--- config.mk ---
export PLATFORM = sky130hd
export DESIGN_NAME = local_extrema_detector
export DESIGN_NICKNAME = d
export VERILOG_FILES = /design/src/rtl/local_extrema_detector.sv
export SDC_FILE = /design/constraint.sdc
export NUM_CORES = 1
export LEC_CHECK = 0
export ABC_AREA = 1
export CAP_MARGIN = 15
export CORE_UTILIZATION = 53
export CTS_CLUSTER_DIAMETER = 100
export DETAILED_ROUTE_END_ITERATION = 8
export GPL_TIMING_DRIVEN = 0
export PLACE_DENSITY = 0.78
export SKIP_LAST_GASP = 1
export SLEW_MARGIN = 20
export SYNTH_ARGS = -nofsm -noshare
export SYNTH_HDL_FRONTEND = slang
export SYNTH_SLANG_ARGS = --single-unit
export TNS_END_PERCENT = 20
--- constraint.sdc ---
create_clock -name clk -period 1.8 [get_ports clk]
set_input_delay 0.36 -clock clk [delete_from_list [all_inputs] [get_ports clk]]
set_output_delay 0.36 -clock clk [all_outputs]
set_load 0.005 [all_outputs]
--- src/rtl/local_extrema_detector.sv ---
// local_extrema_detector
//   Streams fixed-length frames of unsigned samples and reports each local
//   maximum (mode=0) or minimum (mode=1). A plateau counts as a single extremum,
//   reported at its first index. When EDGE=1, the first and last samples of a
//   frame may also be extrema.
//
// Ports
//   clk     rising-edge clock
//   rst     asynchronous active-high reset
//   en      sample valid; one sample is accepted per clock edge while high
//   in      sample value (DATA_W bits, unsigned)
//   mode    0 = maxima, 1 = minima; latched with the frame's first sample
//   out     one-cycle pulse per detected extremum
//   idx     frame index of the last reported extremum (held while out=0)
//   count   extrema reported so far in the current frame
//   finish  one-cycle pulse the cycle after the frame's last sample
module local_extrema_detector #(
  parameter int DATA_W = 8,
  parameter int LEN    = 32,
  parameter int EDGE   = 0,
  localparam int IDX_W = ($clog2(LEN) < 1) ? 1 : $clog2(LEN),
  localparam int CNT_W = $clog2(LEN + 1)
) (
  input  logic              clk,
  input  logic              rst,
  input  logic              en,
  input  logic [DATA_W-1:0] in,
  input  logic              mode,
  output logic              out,
  output logic [IDX_W-1:0]  idx,
  output logic [CNT_W-1:0]  count,
  output logic              finish
);

  typedef enum logic {IDLE, RUN} phase_t;

  localparam logic [IDX_W-1:0] LAST_IDX = IDX_W'(LEN - 1);

  phase_t             phase_q, phase_d;
  logic [IDX_W-1:0]   i_q, i_d;
  logic [DATA_W-1:0]  prev_q, prev_d;
  logic               climb_q, climb_d;
  logic [IDX_W-1:0]   plat_q, plat_d;
  logic               mode_q, mode_d;
  logic               out_q, out_d;
  logic [IDX_W-1:0]   idx_q, idx_d;
  logic [CNT_W-1:0]   count_q, count_d;
  logic               finish_q, finish_d;

  logic is_up, is_down;

  // "up" means moving towards the extremum being searched for.
  always_comb begin
    is_up   = mode_q ? (in < prev_q) : (in > prev_q);
    is_down = (in != prev_q) && !is_up;
  end

  always_comb begin
    phase_d  = phase_q;
    i_d      = i_q;
    prev_d   = prev_q;
    climb_d  = climb_q;
    plat_d   = plat_q;
    mode_d   = mode_q;
    out_d    = 1'b0;
    idx_d    = idx_q;
    count_d  = count_q;
    finish_d = 1'b0;

    if (en) begin
      if (phase_q == IDLE) begin
        // First sample of a frame: nothing to compare against yet.
        phase_d = RUN;
        i_d     = IDX_W'(1);
        prev_d  = in;
        plat_d  = '0;
        climb_d = (EDGE != 0);
        count_d = '0;
        mode_d  = mode;
      end else begin
        prev_d = in;
        if (is_up) begin
          climb_d = 1'b1;
          plat_d  = i_q;
        end else if (is_down && climb_q) begin
          out_d   = 1'b1;
          idx_d   = plat_q;
          count_d = count_q + CNT_W'(1);
          climb_d = 1'b0;
        end
        // Flat samples leave climb/plat untouched so a plateau keeps its start.

        if (i_q == LAST_IDX) begin
          phase_d  = IDLE;
          i_d      = '0;
          finish_d = 1'b1;
          // A still-rising tail ends at the frame boundary. A down-detection
          // on this sample has already cleared climb_d, so only one pulse fires.
          if ((EDGE != 0) && climb_d && !out_d) begin
            out_d   = 1'b1;
            idx_d   = plat_d;
            count_d = count_q + CNT_W'(1);
          end
        end else begin
          i_d = i_q + IDX_W'(1);
        end
      end
    end
  end

  always_ff @(posedge clk or posedge rst) begin
    if (rst) begin
      phase_q  <= IDLE;
      i_q      <= '0;
      prev_q   <= '0;
      climb_q  <= 1'b0;
      plat_q   <= '0;
      mode_q   <= 1'b0;
      out_q    <= 1'b0;
      idx_q    <= '0;
      count_q  <= '0;
      finish_q <= 1'b0;
    end else begin
      phase_q  <= phase_d;
      i_q      <= i_d;
      prev_q   <= prev_d;
      climb_q  <= climb_d;
      plat_q   <= plat_d;
      mode_q   <= mode_d;
      out_q    <= out_d;
      idx_q    <= idx_d;
      count_q  <= count_d;
      finish_q <= finish_d;
    end
  end

  assign out    = out_q;
  assign idx    = idx_q;
  assign count  = count_q;
  assign finish = finish_q;

endmodule
### Word level (Yosys, flattened, before mapping)

Index checks and enable logic that the tools add are counted.

* register bits: 34
* bits of input ports: 12
* output and inout bits: 13

* add/subtract/negate cells: 2
* order comparisons: 2
* eq/ne operators: 6
* mux-type cells: 20
* bitwise logic cells: 2
* reduce and logical (&&, ||, !) cells: 8

Operators by type and width (number)
* 5-bit two-way mux: 4
* 6-bit two-way mux: 3
* 1-bit two-way mux: 13
* 8-bit > comparator: 1
* 8-bit less-than comparator: 1
* 8-bit != test: 1
* 6-bit by 1-bit adder with 6-bit output, second input constant: 1
* 2-bit AND reduction: 3
* 5-bit by 1-bit adder with 5-bit output, second input constant: 1
* 5-bit == test, second input constant: 1
* 2-bit by 1-bit != test with 1-bit output, second input constant: 2
* 4-bit AND reduction: 1
* 3-bit by 1-bit != test with 1-bit output, second input constant: 1
* 3-bit AND reduction: 1
* 1-bit logical AND: 2
* 2-bit != test, second input constant: 1
* 1-bit inverter: 2
* 1-bit zero test: 1

### Longest topological paths before layout

Gate-level depths: netlist (run 1).

* word-level depth: 9
* gate-level depth with buffers: 15
* depth with buffers taken out: 15

### Least setup slack after synthesis (run 1)

No wires, ideal clock.

* kind: input-to-reg
* start point: input port in[7]
* end point: register count_q[2] (netlist: count[2])
* setup time: 117 ps
* data arrival time: 1449 ps
* required time: 1683 ps
* path slack: 234 ps
* stages: 10
* buffers on the path: 0
* cells stage by stage: ha_1 -> a21o_1 -> nor2_2 -> nand2_1 -> nand2_4 -> nand2_8 -> nand2_4 -> nand2_4 -> nand2_1 -> nand2_1

* word-level cells in the longest chain between the ends: 7
* elaborated cells between the ends (all ways): 10

Ends and longest elaborated chain
* start: declaration: line 27 `input logic [DATA_W-1:0] in,`
* 8-bit > comparator / 8-bit less-than comparator (equally long branches): line 54 `is_up = mode_q ? (in < prev_q) : (in > prev_q);`
* 1-bit two-way mux: line 54
* 1-bit zero test: line 55 `is_down = (in != prev_q) && !is_up;`
* 1-bit logical AND: line 55
* 1-bit logical AND: line 85 `end else if (is_down && climb_q) begin`
* 2-bit by 1-bit != test with 1-bit output (no line)
* 3-bit AND reduction (no line) (*)
* end signal: assignment: line 132 `count_q <= count_d;`
* end: declaration: line 47 `logic [CNT_W-1:0] count_q, count_d;`

Mark *: on every way between the ends. The rest lies on a longest branch, timed or not.
A chain may end at the register's enable or synchronous reset.

### Worst setup path in the final report (run 1)

* start point: register prev_q[5]
* end point: register idx_q[4] (netlist: idx[4])

* word-level cells in the longest chain between the ends: 6
* elaborated cells between the ends (all ways): 9

Ends and longest elaborated chain
* start: declaration: line 41 `logic [DATA_W-1:0] prev_q, prev_d;`
* start signal: assignment: line 126 `prev_q <= prev_d;`
* 8-bit > comparator / 8-bit less-than comparator (equally long branches): line 54
* 1-bit two-way mux: line 54
* 1-bit zero test: line 55
* 1-bit logical AND: line 55
* 1-bit logical AND: line 85
* 4-bit AND reduction (no line) (*)
* end signal: assignment: line 131 `idx_q <= idx_d;`
* end: declaration: line 46 `logic [IDX_W-1:0] idx_q, idx_d;`

Marks and branches as above.

==> results of run 1 <==
==> timing repair <==
item	in CTS	in global routing
hold buffers	0	0
setup buffers	0	3
gates cloned	0	1
gates resized for setup	1	24
pin swaps	0	14
setup endpoints to repair	2	16
==> cell families (layout without fill, tap and decap cells) <==
kind of cell    Yosys count  count (layout)  synth area share [%]
compound gates           23              23                  6.96
xor+xnor                  2               2                  1.01
fa+ha+maj                11              11                  7.90
buf+inv                  26              61                  5.67
flops                    34              34                  48.8
simple gates            102             103                  29.6
==> final cells by class <==
class / count / area (µm²) / area share, %
Sequential cell: 34 / 851 / 37.4
Clock inverter: 1 / 5.00 / 0.220
Clock buffer: 7 / 55.1 / 2.42
Multi-Input combinational cell: 139 / 915 / 40.3
Buffer: 4 / 16.3 / 0.716
Timing Repair Buffer: 27 / 293 / 12.9
Tap cell: 44 / 55.1 / 2.42
Inverter: 22 / 82.6 / 3.63
==> layer usage <==
| metal | vias up | GRT usage [%] | routed length, µm |
|---|---|---|---|
| met3 | 10 | 4.59 | 195 |
| li1 | 724 | - | - |
| met1 | 704 | 29.1 | 1620 |
| met2 | 50 | 36.8 | 1960 |
| met4 | 0 | 10.2 | 94 |
| met5 | - | 0 | 0 |
==> per-stage QoR <==
step	cells	hold slack (ns)	cell area, µm²
2_1_floorplan	198	0.457	1740
3_3_place_gp	266	0.454	2040
3_5_place_dp	266	0.465	2040
4_1_cts	274	0.463	2100
5_1_grt	278	0.319	2270
6_report	278	0.277	2270
==> worst min path at each step <==
| stage | end | slack (ns) |
|---|---|---|
| final | prev_q[6]$_DFFE_PP0P_ | 0.28 |
| after global routing | prev_q[4]$_DFFE_PP0P_ | 0.32 |
| after CTS | plat_q[1]$_DFFE_PP0P_ | 0.46 |
| after detailed placement | idx[3]$_DFFE_PP0P_ | 0.46 |
| after global placement | idx[0]$_DFFE_PP0P_ | 0.45 |
| after floorplan | prev_q[0]$_DFFE_PP0P_ | 0.46 |
==> critical path, delay by kind of cell (launching register included) <==
family,cells,cell delay [ns]
and+or+nand+nor,7,0.66
DFF,1,0.39
buffers and inverters,2,0.23
adders and majority gates,1,0.21
AOI/OAI and AO/OA,1,0.16
==> cell usage after synthesis, drive strengths merged <==
| cell type | instances |
|---|---|
| clkbuf | 3 |
| a21oi | 9 |
| nor3 | 1 |
| xor2 | 2 |
| nand4 | 8 |
| o32ai | 1 |
| a21o | 1 |
| inv | 22 |
| ha | 11 |
| and3 | 1 |
| nor2 | 10 |
| nand3 | 20 |
| nand2 | 62 |
| buf | 1 |
| o21ai | 12 |
| dfrtp | 34 |
==> sequential cells by signal, indices dropped and copies added, names as in the netlist <==
name / count
climb_q: 1
idx: 5
mode_q: 1
i_q: 5
plat_q: 5
finish: 1
phase_q: 1
prev_q: 8
count: 6
out: 1
==> power by group through the flow <==
| stage | registers, mW | logic, mW | clock network [mW] |
|---|---|---|---|
| final | 1.13 | 0.943 | 0.445 |
| after global routing | 1.15 | 1.04 | 0.480 |
| after CTS | 1.12 | 0.813 | 0.445 |
| after detailed placement | 1.14 | 0.807 | 0 |
| after global placement | 1.12 | 0.769 | 0 |
| after floorplan | 1.11 | 0.509 | 0 |
==> placed cells by master, fill, tap and decap left out <==
master,instances
a21o_1,1
a21oi_1,7
a21oi_2,2
and3_1,1
buf_12,1
buf_2,1
buf_4,2
clkbuf_1,4
clkbuf_4,5
clkbuf_8,1
clkdlybuf4s50_1,17
clkinv_2,1
dfrtp_1,34
dlymetal6s2s_1,7
ha_1,7
ha_4,4
inv_1,17
inv_2,5
nand2_1,53
nand2_2,5
nand2_4,3
nand2_8,2
nand3_1,17
nand3_2,1
nand3_4,2
nand4_1,7
nand4_4,1
nor2_1,5
nor2_2,1
nor2_4,4
nor3_1,1
o21ai_0,12
o32ai_1,1
xor2_1,2
==> reports/summary.txt, run 1 <==
Clock group share of total power - 17.7%
TritonCTS Sinks - 34
Outcome - finished, final reports clean
Worst Setup Start Kind - flip-flop
GRT overflow - 0
Total CTS buffers - 5
Port Buffers - 24
Worst setup EP type - flip-flop
Fill cells - 230
Total GRT Usage - 22.6%
Synth top area share - 48.8%
Clock skew - 0.0138 ns
Post-route ant nets - 0
Hold Crit Start - in[6]
H-tree levels - 2
CTS tree - built
Area growth from synthesis to layout - 30.4%
Die Wd - 59.3 µm
Critical path class - reg -> reg
Clk pin slew, worst setup/hold paths - 0.11 ns
Ranking of synthesized cells by area - dfrtp_1 (49%), nand2_1 (12%), ha_1 (7.9%)
Crit-path slowest cell - dfrtp_1
Synth Register Bits - 34
PwrDens - 1110 nW/µm²
Distinct cell type count after synthesis - 25
Core region area - 3080 µm²
Area leader, netlist - dfrtp_1
Die H - 59.3 µm
Die ar. - 3520 µm²
Share of layout cells above drive strength 1 - 17.5%
GP Congestion - 0.761
Switching fraction of total power - 36.4%
Post-route minimum period - 1.73 ns
Maximum clock path buffer count - 2
Setup TNS - 0 ns
DP HPWL - 2480 µm
Slowest stage delay, CP - 0.39 ns
Fmax - 0.579 GHz
Post-Route Utilization - 73.8%
Via Count - 1488
End of the critical path - idx[4]$_DFFE_PP0P_
HP Class - in -> reg
Most frequent CP cell - nand2_4
Sequential Power Share - 44.9%
Net Count, Synth - 221
Net count, final - 256
Comb pwr share - 37.4%
Critical Path RT - 2.05 ns
Internal power - 1.60 mW
Critical Path Source - prev_q[5]$_DFFE_PP0P_
Initial Utilization - 56.6%
DRC Markers - 0
Inserted Diodes - 0
Syn Inst Count - 198
Worst EP arrival - 1.97 ns
Number of global-route vias before repair - 1409
Period utilization - 95.9%
Seq/Total Area, Yosys - 48.8%
Final Hold Vio Count - 0
Total wire length - 3870 µm
Tightest Pin Transition - 0.694 ns
R2r setup slk - 0.07 ns
Total chip power - 2.52 mW
PnR worst setup slack - 0.0730 ns
Antenna violations before repair - 0
Core Rows - 20
I/O pin count - 25
Pre-CTS WS - -0.362 ns
Reg-to-Reg End - idx[4]$_DFFE_PP0P_
Leak - 1.16 nW
Drt wl/cell - 13.9 µm
Detailed Routing Iterations Pass 1 - 4
Cell area after synthesis - 1740 µm²
Maxcap violations - 0
Global-route wire length before repair - 5920 µm
Final setup viols - 0
Root Buffer Master - clkbuf_4
Slew Limit Fails - 0
Reg2reg start - prev_q[5]$_DFFE_PP0P_
Switch Pwr - 916 µW
Peak supply drop - 0.692 mV
Vias per std cell - 5.35
Worst r2r path cells - 11
Worst-Skew Late Latency - 0.34 ns
Largest net degree at the start of global routing - 35
Hold path depth - 3
Yosys warns - 0
Slew headroom - 53.7%
Max FO, Critical Path - 5
CP Cell Sequence - inv_2 > ha_4 > a21oi_2 > nor2_2 > nor2_4 > nand2_2 > nand2_4 > buf_4 > nand2_4 > nand4_1 > nand2_1
Initial DRC Count - 107
Mean Syn Cell Area - 8.80 µm²
(Power assumes the default switching activity.)
==> run 2, diff against run 1 <==
ABC_AREA = not set   (was 1)
CORE_UTILIZATION = 54   (was 53)
PLACE_DENSITY = 0.79   (was 0.78)
==> run 2 against run 1 <==
The run now ends with negative setup slack left. Flip-flop and latch count is the same. Combinational power increased by 23%. Sequential share of layout area down 2.8 points.
==> reports/summary.txt, run 2 <==
I/O pin count - 25 (unchanged)
Drt wl/cell - 16.9 µm (+21%)
Final setup viols - 19 (+19)
Global-route wire length before repair - 6710 µm (+13%)
TritonCTS Sinks - 34 (unchanged)
RSZ-0062 raised after global routing - yes
Yosys warns - 0 (unchanged)
Distinct cell type count after synthesis - 34 (+36%)
Die ar. - 3500 µm² (-0.49%)
GRT overflow - 0 (unchanged)
Total wire length - 4300 µm (+11%)
Net count, final - 232 (-9.4%)
PnR worst setup slack - -0.346 ns (-0.419 ns)
Total GRT Usage - 26.3% (+3.7 points)
Die H - 59.2 µm (-0.24%)
PwrDens - 1260 nW/µm² (+14%)
Largest net degree at the start of global routing - 35 (unchanged)
Slowest stage delay, CP - 0.50 ns (+0.11 ns)
Switch Pwr - 982 µW (+7.2%)
Most frequent CP cell - nand4_4
Non-Filler Instances - 254 (-8.6%)
Worst setup EP type - flip-flop
Worst-Skew Late Latency - 0.36 ns (+0.02 ns)
Pre-CTS WS - -0.946 ns (-0.584 ns)
Top cells by count, synth - dfrtp_1 (34), nand2_1 (22), o21ai_0 (15)
Initial Utilization - 57.4% (+0.77 points)
WHS Endpoint - prev_q[0]$_DFFE_PP0P_
Vias per std cell - 5.82 (+8.7%)
Synth async-reset ratio - 100% (unchanged)
Commonest non-fill, non-tap cell in the layout - dfrtp_1
Number of global-route vias before repair - 1474 (+4.6%)
Area leader, netlist - dfrtp_1
Post-route ant nets - 0 (unchanged)
Antenna violations before repair - 0 (unchanged)
Total CTS buffers - 5 (unchanged)
Hold Buf Count CTS - 0 (unchanged)
GP Congestion - 0.788 (+3.6%)
Reg-to-Reg End - idx[4]$_DFFE_PP0P_
R2r setup slk - -0.35 ns (-0.42 ns)
Sequential Power Share - 38.3% (-6.6 points)
Clk pin slew, worst setup/hold paths - 0.11 ns (about the same)
DP HPWL - 2620 µm (+5.7%)
Total chip power - 3.10 mW (+23%)
Tightest Pin Transition - 0.707 ns (+0.0135 ns)
Die Wd - 59.2 µm (-0.24%)
Core region area - 3080 µm² (unchanged)
Worst r2r path cells - 8 (-3)
Root Buffer Master - clkbuf_4
Inserted Diodes - 0 (unchanged)
Reg2reg start - prev_q[2]$_DFFE_PP0P_
Syn Inst Count - 171 (-14%)
Failing checks - negative setup slack
Peak supply drop - 0.776 mV (+12%)
Ranking of synthesized cells by area - dfrtp_1 (48%), ha_1 (7.8%), nand2_1 (4.7%)
Internal power - 2.12 mW (+32%)
Most flop-heavy register - prev_q
Via Count - 1478 (-0.67%)
Slew Limit Fails - 0 (unchanged)
Detailed Routing Iterations Pass 1 - 4 (unchanged)
Crit-path slowest cell - or4_4
Clock skew - 0.0119 ns (-0.00186 ns)
Maximum clock path buffer count - 2 (unchanged)
Core Rows - 20 (unchanged)
Outcome - finished, violations left
Synth top area share - 48.2% (-0.66 points)
Critical Path RT - 2.05 ns (about the same)
DRC Markers - 0 (unchanged)
Fill cells - 184 (-20%)
Hold Crit Start - in[0]
Area growth from synthesis to layout - 39.0%
Leak - 1.13 nW (-2.0%)
Cell area after synthesis - 1770 µm² (+1.4%)
Post-synth EDFFs - 0 (unchanged)
Maxcap violations - 0 (unchanged)
Top_reg_cell synth - dfrtp_1
Clock group share of total power - 24.2% (+6.5 points)
Critical path class - reg -> reg
Final Hold Vio Count - 0 (unchanged)
HP Class - in -> reg
Setup TNS - -4.94 ns (-4.94 ns)
Hold path depth - 2 (-1)
Max FO, Critical Path - 7 (+2)
Share of layout cells above drive strength 1 - 27.6% (+10 points)
Mean Syn Cell Area - 10.3 µm² (+17%)
Fmax - 0.466 GHz (-20%)
Dpl cells - 239 (-10%)
Max reg flops - 8 (unchanged)
Worst EP arrival - 2.39 ns (+0.42 ns)
Slew headroom - 52.8% (-0.90 points)
CTS tree - built
Synth Register Bits - 34 (unchanged)
Switching fraction of total power - 31.7% (-4.7 points)
Commonest non-fill, non-tap cells in the layout - dfrtp_1 (34), nand2_1 (20), clkdlybuf4s50_1 (17)
CP Cell Sequence - inv_2 > ha_4 > o21ai_4 > a21oi_4 > or4_4 > nand4_4 > nand4_4 > mux2_4
Period utilization - 119% (+23 points)
Worst Setup Start Kind - flip-flop
Comb pwr share - 37.5% (about the same)
Initial DRC Count - 122 (+14%)
Port Buffers - 24 (unchanged)
Count leader, synth - dfrtp_1
Post-route minimum period - 2.15 ns (+0.419 ns)
Seq/Total Area, Yosys - 48.2% (-0.66 points)
Net Count, Synth - 194 (-12%)
H-tree levels - 2 (unchanged)
[run 2: cell types whose count changed in the layout (fill, tap and decap cells not counted), moves of 6 or more]
cell | previous run | this run
nand2_1 | 53 | 20
nand3_1 | 17 | 5
inv_1 | 17 | 9
a21oi_1 | 7 | 0
a32o_1 | 0 | 6
and3_1 | 1 | 7
buf_4 | 2 | 8
[run 2: metal layers]
| metal | GRT usage [%] | part of all wire (%) |
|---|---|---|
| met1 | 33.3 | 43 |
| met2 | 43.2 | 51 |
| met3 | 4.80 | 4.4 |
| met4 | 13.3 | 1.9 |
| met5 | 0 | 0 |
[run 2: cells by family (layout without fill, tap and decap cells)]
logic type                 count (synthesis)  after routing  synth area share (%)
adders and majority gates                 11             11                  7.79
and+or+nand+nor                           62             62                  19.7
buffers and inverters                     21             60                  4.60
DFF                                       34             34                  48.2
AOI/OAI and AO/OA                         37             37                  14.9
muxes                                      6              6                  4.89
[run 2: area by class of cell]
cell class	instances	area, µm²	share of cell area (%)
plain buffers	5	20.0	0.815
clock buffers	6	51.3	2.09
clock inverters	2	60.1	2.45
inverters	14	52.6	2.14
multi-input cells	116	1040	42.3
flip-flops and latches	34	851	34.6
well taps	44	55.1	2.24
repair buffers	33	327	13.3
[run 2: worst max-delay path, delay by kind of cell, from the launching register on]
family | cells | cell delay (ns)
compound gates | 2 | 0.22
fa+ha+maj | 1 | 0.21
buf+inv | 1 | 0.08
flops | 1 | 0.39
mux | 1 | 0.35
simple gates | 3 | 0.80
[run 2: worst max-delay path by stage]
stage | start | end
floorplan | prev_q[7]$_DFFE_PP0P_ | idx[0]$_DFFE_PP0P_
global placement | in[7] | idx[4]$_DFFE_PP0P_
detailed placement | in[7] | idx[3]$_DFFE_PP0P_
CTS | prev_q[5]$_DFFE_PP0P_ | idx[3]$_DFFE_PP0P_
global route | prev_q[2]$_DFFE_PP0P_ | idx[3]$_DFFE_PP0P_
finish | prev_q[2]$_DFFE_PP0P_ | idx[4]$_DFFE_PP0P_
[run 2: stage by stage]
| step | utilization [%] | instance area [µm²] | hold slack [ns] |
|---|---|---|---|
| floorplan | - | 1790 | 0.465 |
| global placement | 67.9 | 2090 | 0.488 |
| detailed placement | 67.9 | 2090 | 0.493 |
| CTS | 74.2 | 2280 | 0.369 |
| global route | 79.8 | 2460 | 0.312 |
| finish | 79.8 | 2460 | 0.298 |
[run 2: repair_timing]
action                     4_1_cts  5_1_grt
setup endpoints to repair       18       25
setup buffers                    5        4
cloned                           0        0
pin swaps                        7       13
resized for setup               16       25
[run 2: power by group through the flow]
stage	sequential, mW	combinational (mW)	clock [mW]
2_1_floorplan	1.15	0.612	0
3_3_place_gp	1.17	0.916	0
3_5_place_dp	1.18	0.959	0
4_1_cts	1.17	1.04	0.752
5_1_grt	1.21	1.26	0.782
6_report	1.19	1.16	0.750
==> run 3, diff against run 2 <==
PLACE_DENSITY = not set   (was 0.79)
PLACE_DENSITY_LB_ADDON = 0.15   (was not set)
TNS_END_PERCENT = 30   (was 20)
==> run 3 against run 2 <==
The run still ends with negative setup slack left. Core utilization down 2.1 points. Worst hold slack worse by 0.0076 ns. Critical path type unchanged. Clock-buffer cell count is the same. Global-route usage fell by 1.2 points. Worst setup slack better by 0.028 ns. Final area fell by 2.6%. First-iteration DRC count is 63% lower. Largest power group unchanged. Power decreased by 11%. Routed wire length is 9.5% lower.
==> reports/summary.txt, run 3 (synthesis gave the netlist of run 2 again) <==
Outcome - finished, violations left
Failing checks - negative setup slack
Core Rows - 20 (unchanged)
Antenna violations before repair - 0 (unchanged)
Total CTS buffers - 5 (unchanged)
Hold Buf Count CTS - 0 (unchanged)
Slew headroom - 53.0% (+0.17 points)
Total wire length - 3890 µm (-9.5%)
Share of layout cells above drive strength 1 - 28.8% (+1.2 points)
Critical path class - reg -> reg
Die H - 59.2 µm (unchanged)
Via Count - 1449 (-2.0%)
PnR worst setup slack - -0.318 ns (+0.0278 ns)
Period utilization - 118% (-1.5 points)
Initial Utilization - 57.4% (unchanged)
Leak - 1.10 nW (-3.0%)
Reg2reg start - prev_q[7]$_DFFE_PP0P_
I/O pin count - 25 (unchanged)
Maximum clock path buffer count - 2 (unchanged)
Fmax - 0.472 GHz (+1.3%)
DRC Markers - 0 (unchanged)
Post-route minimum period - 2.12 ns (-0.0278 ns)
Sequential cell area - 851 µm² (unchanged)
Drt wl/cell - 15.2 µm (-10%)
Tightest Pin Transition - 0.705 ns (-0.00249 ns)
TritonCTS Sinks - 34 (unchanged)
Commonest non-fill, non-tap cells in the layout - dfrtp_1 (34), nand2_1 (20), clkdlybuf4s50_1 (17)
HP Class - in -> reg
Top Usage Layer GRT - met2
H-tree levels - 2 (unchanged)
Vias per std cell - 5.66 (-2.7%)
Die ar. - 3500 µm² (unchanged)
Die Wd - 59.2 µm (unchanged)
RSZ-0062 raised after global routing - yes
GRT overflow - 0 (unchanged)
Hold Worst Slack - 0.290 ns (-0.00760 ns)
Maxcap violations - 0 (unchanged)
Net count, final - 234 (+0.86%)
Critical Path RT - 2.03 ns (-0.02 ns)
Hold Crit Start - in[4]
Worst Setup Start Kind - flip-flop
Global-route wire length before repair - 6380 µm (-4.8%)
Final Hold Vio Count - 0 (unchanged)
Clock skew - 0.00506 ns (-0.00685 ns)
GP Congestion - 0.811 (+2.9%)
Post-route ant nets - 0 (unchanged)
Max FO, Critical Path - 6 (-1)
Core region area - 3080 µm² (unchanged)
PwrDens - 1150 nW/µm² (-9.1%)
CTS tree - built
Worst setup EP type - flip-flop
Number of global-route vias before repair - 1435 (-2.6%)
Post-Route Utilization - 77.7% (-2.1 points)
Met2 Resource Use GR - 45.7% (+2.6 points)
Detailed Routing Iterations Pass 1 - 4 (unchanged)
Total GRT Usage - 25.1% (-1.2 points)
Inserted Diodes - 0 (unchanged)
Worst EP arrival - 2.35 ns (-0.04 ns)
Worst-Skew Late Latency - 0.34 ns (-0.02 ns)
Peak supply drop - 0.541 mV (-30%)
Slew Limit Fails - 0 (unchanged)
Most flop-heavy register - prev_q
Max reg flops - 8 (unchanged)
Global Route met3 Usage - 6.11% (+1.3 points)
Largest net degree at the start of global routing - 35 (unchanged)
Critical Path Source - prev_q[7]$_DFFE_PP0P_
Area growth from synthesis to layout - 35.3%
Clk pin slew, worst setup/hold paths - 0.11 ns (about the same)
GR Util met1 - 27.8% (-5.5 points)
Commonest non-fill, non-tap cell in the layout - dfrtp_1
Initial DRC Count - 45 (-63%)
Final setup viols - 18 (-1)
Fill cells - 217 (+18%)
DP HPWL - 2520 µm (-4.1%)
Port Buffers - 24 (unchanged)
Multi-input combinational cell area - 1010 µm² (-2.4%)
Root Buffer Master - clkbuf_4
==> run 3: changes by cell type in the layout (fill, tap and decap cells not counted), moves of 2 or more <==
| cell | before | now |
|---|---|---|
| buf_6 | 0 | 2 |
| bufinv_16 | 2 | 0 |
| ha_1 | 5 | 3 |
| o21ai_2 | 1 | 3 |
| o21ai_4 | 2 | 0 |
==> run 3: what timing repair did <==
item / in CTS / in global routing
hold endpoints to repair: 0 / 0
buffers inserted: 4 / 6
pin swaps: 6 / 11
gates resized for setup: 22 / 16
endpoints found under the setup margin: 18 / 28
==> run 3: area by class of cell <==
type,instances,share of cell area (%)
clock buffer,6,2.15
timing repair buffer,34,13.8
inverter,14,2.20
clock inverter,2,0.523
buffer,6,1.05
tap,44,2.30
sequential,34,35.6
multi-input combinational,116,42.4
==> run 3: final timing paths <==
path	to	slack (ns)	cells after the start
worst max-delay path	climb_q$_DFFE_PP0P_	-0.32	9
worst min-delay path	prev_q[4]$_DFFE_PP0P_	0.29	3
worst max register to register	climb_q$_DFFE_PP0P_	-0.32	9
worst min register to register	plat_q[2]$_DFFE_PP0P_	0.51	1
max in group asynchronous	prev_q[5]$_DFFE_PP0P_	0.91	2
min in group asynchronous	out$_DFF_PP0_	0.44	2
==> run 3: worst max-delay path: stages, from the launching register on <==
cell	delay (ns)
dfrtp_1	0.37
inv_2	0.05
ha_4	0.28
nand2_2	0.08
buf_4	0.15
nor2_4	0.13
o21ai_2	0.10
and4_1	0.24
or2_4	0.29
a221o_1	0.33
==> run 3: routing by layer <==
layer / wire (µm) / share of wire, %
met3: 125 / 3.2
met4: 66 / 1.7
met1: 1620 / 42
met5: 0 / 0
met2: 2080 / 53
==> run 3: per-stage QoR <==
stage / TNS, ns / area (µm²) / setup slack (ns) / cells / power [mW]
5_1_grt: -5.98 / 2390 / -0.364 / 256 / 2.93
3_5_place_dp: -17.93 / 2090 / -0.977 / 239 / 2.13
3_3_place_gp: -17.67 / 2090 / -0.903 / 239 / 2.07
6_report: -4.68 / 2390 / -0.318 / 256 / 2.74
4_1_cts: -4.42 / 2260 / -0.307 / 250 / 2.68
2_1_floorplan: -3.12 / 1790 / -0.312 / 171 / 1.76
==> run 3: report_power, final <==
part	internal, mW	leakage [nW]	total [mW]	switching (mW)
clock	0.188	0.0343	0.459	0.272
combinational	0.633	0.653	1.10	0.468
sequential	0.987	0.412	1.18	0.195
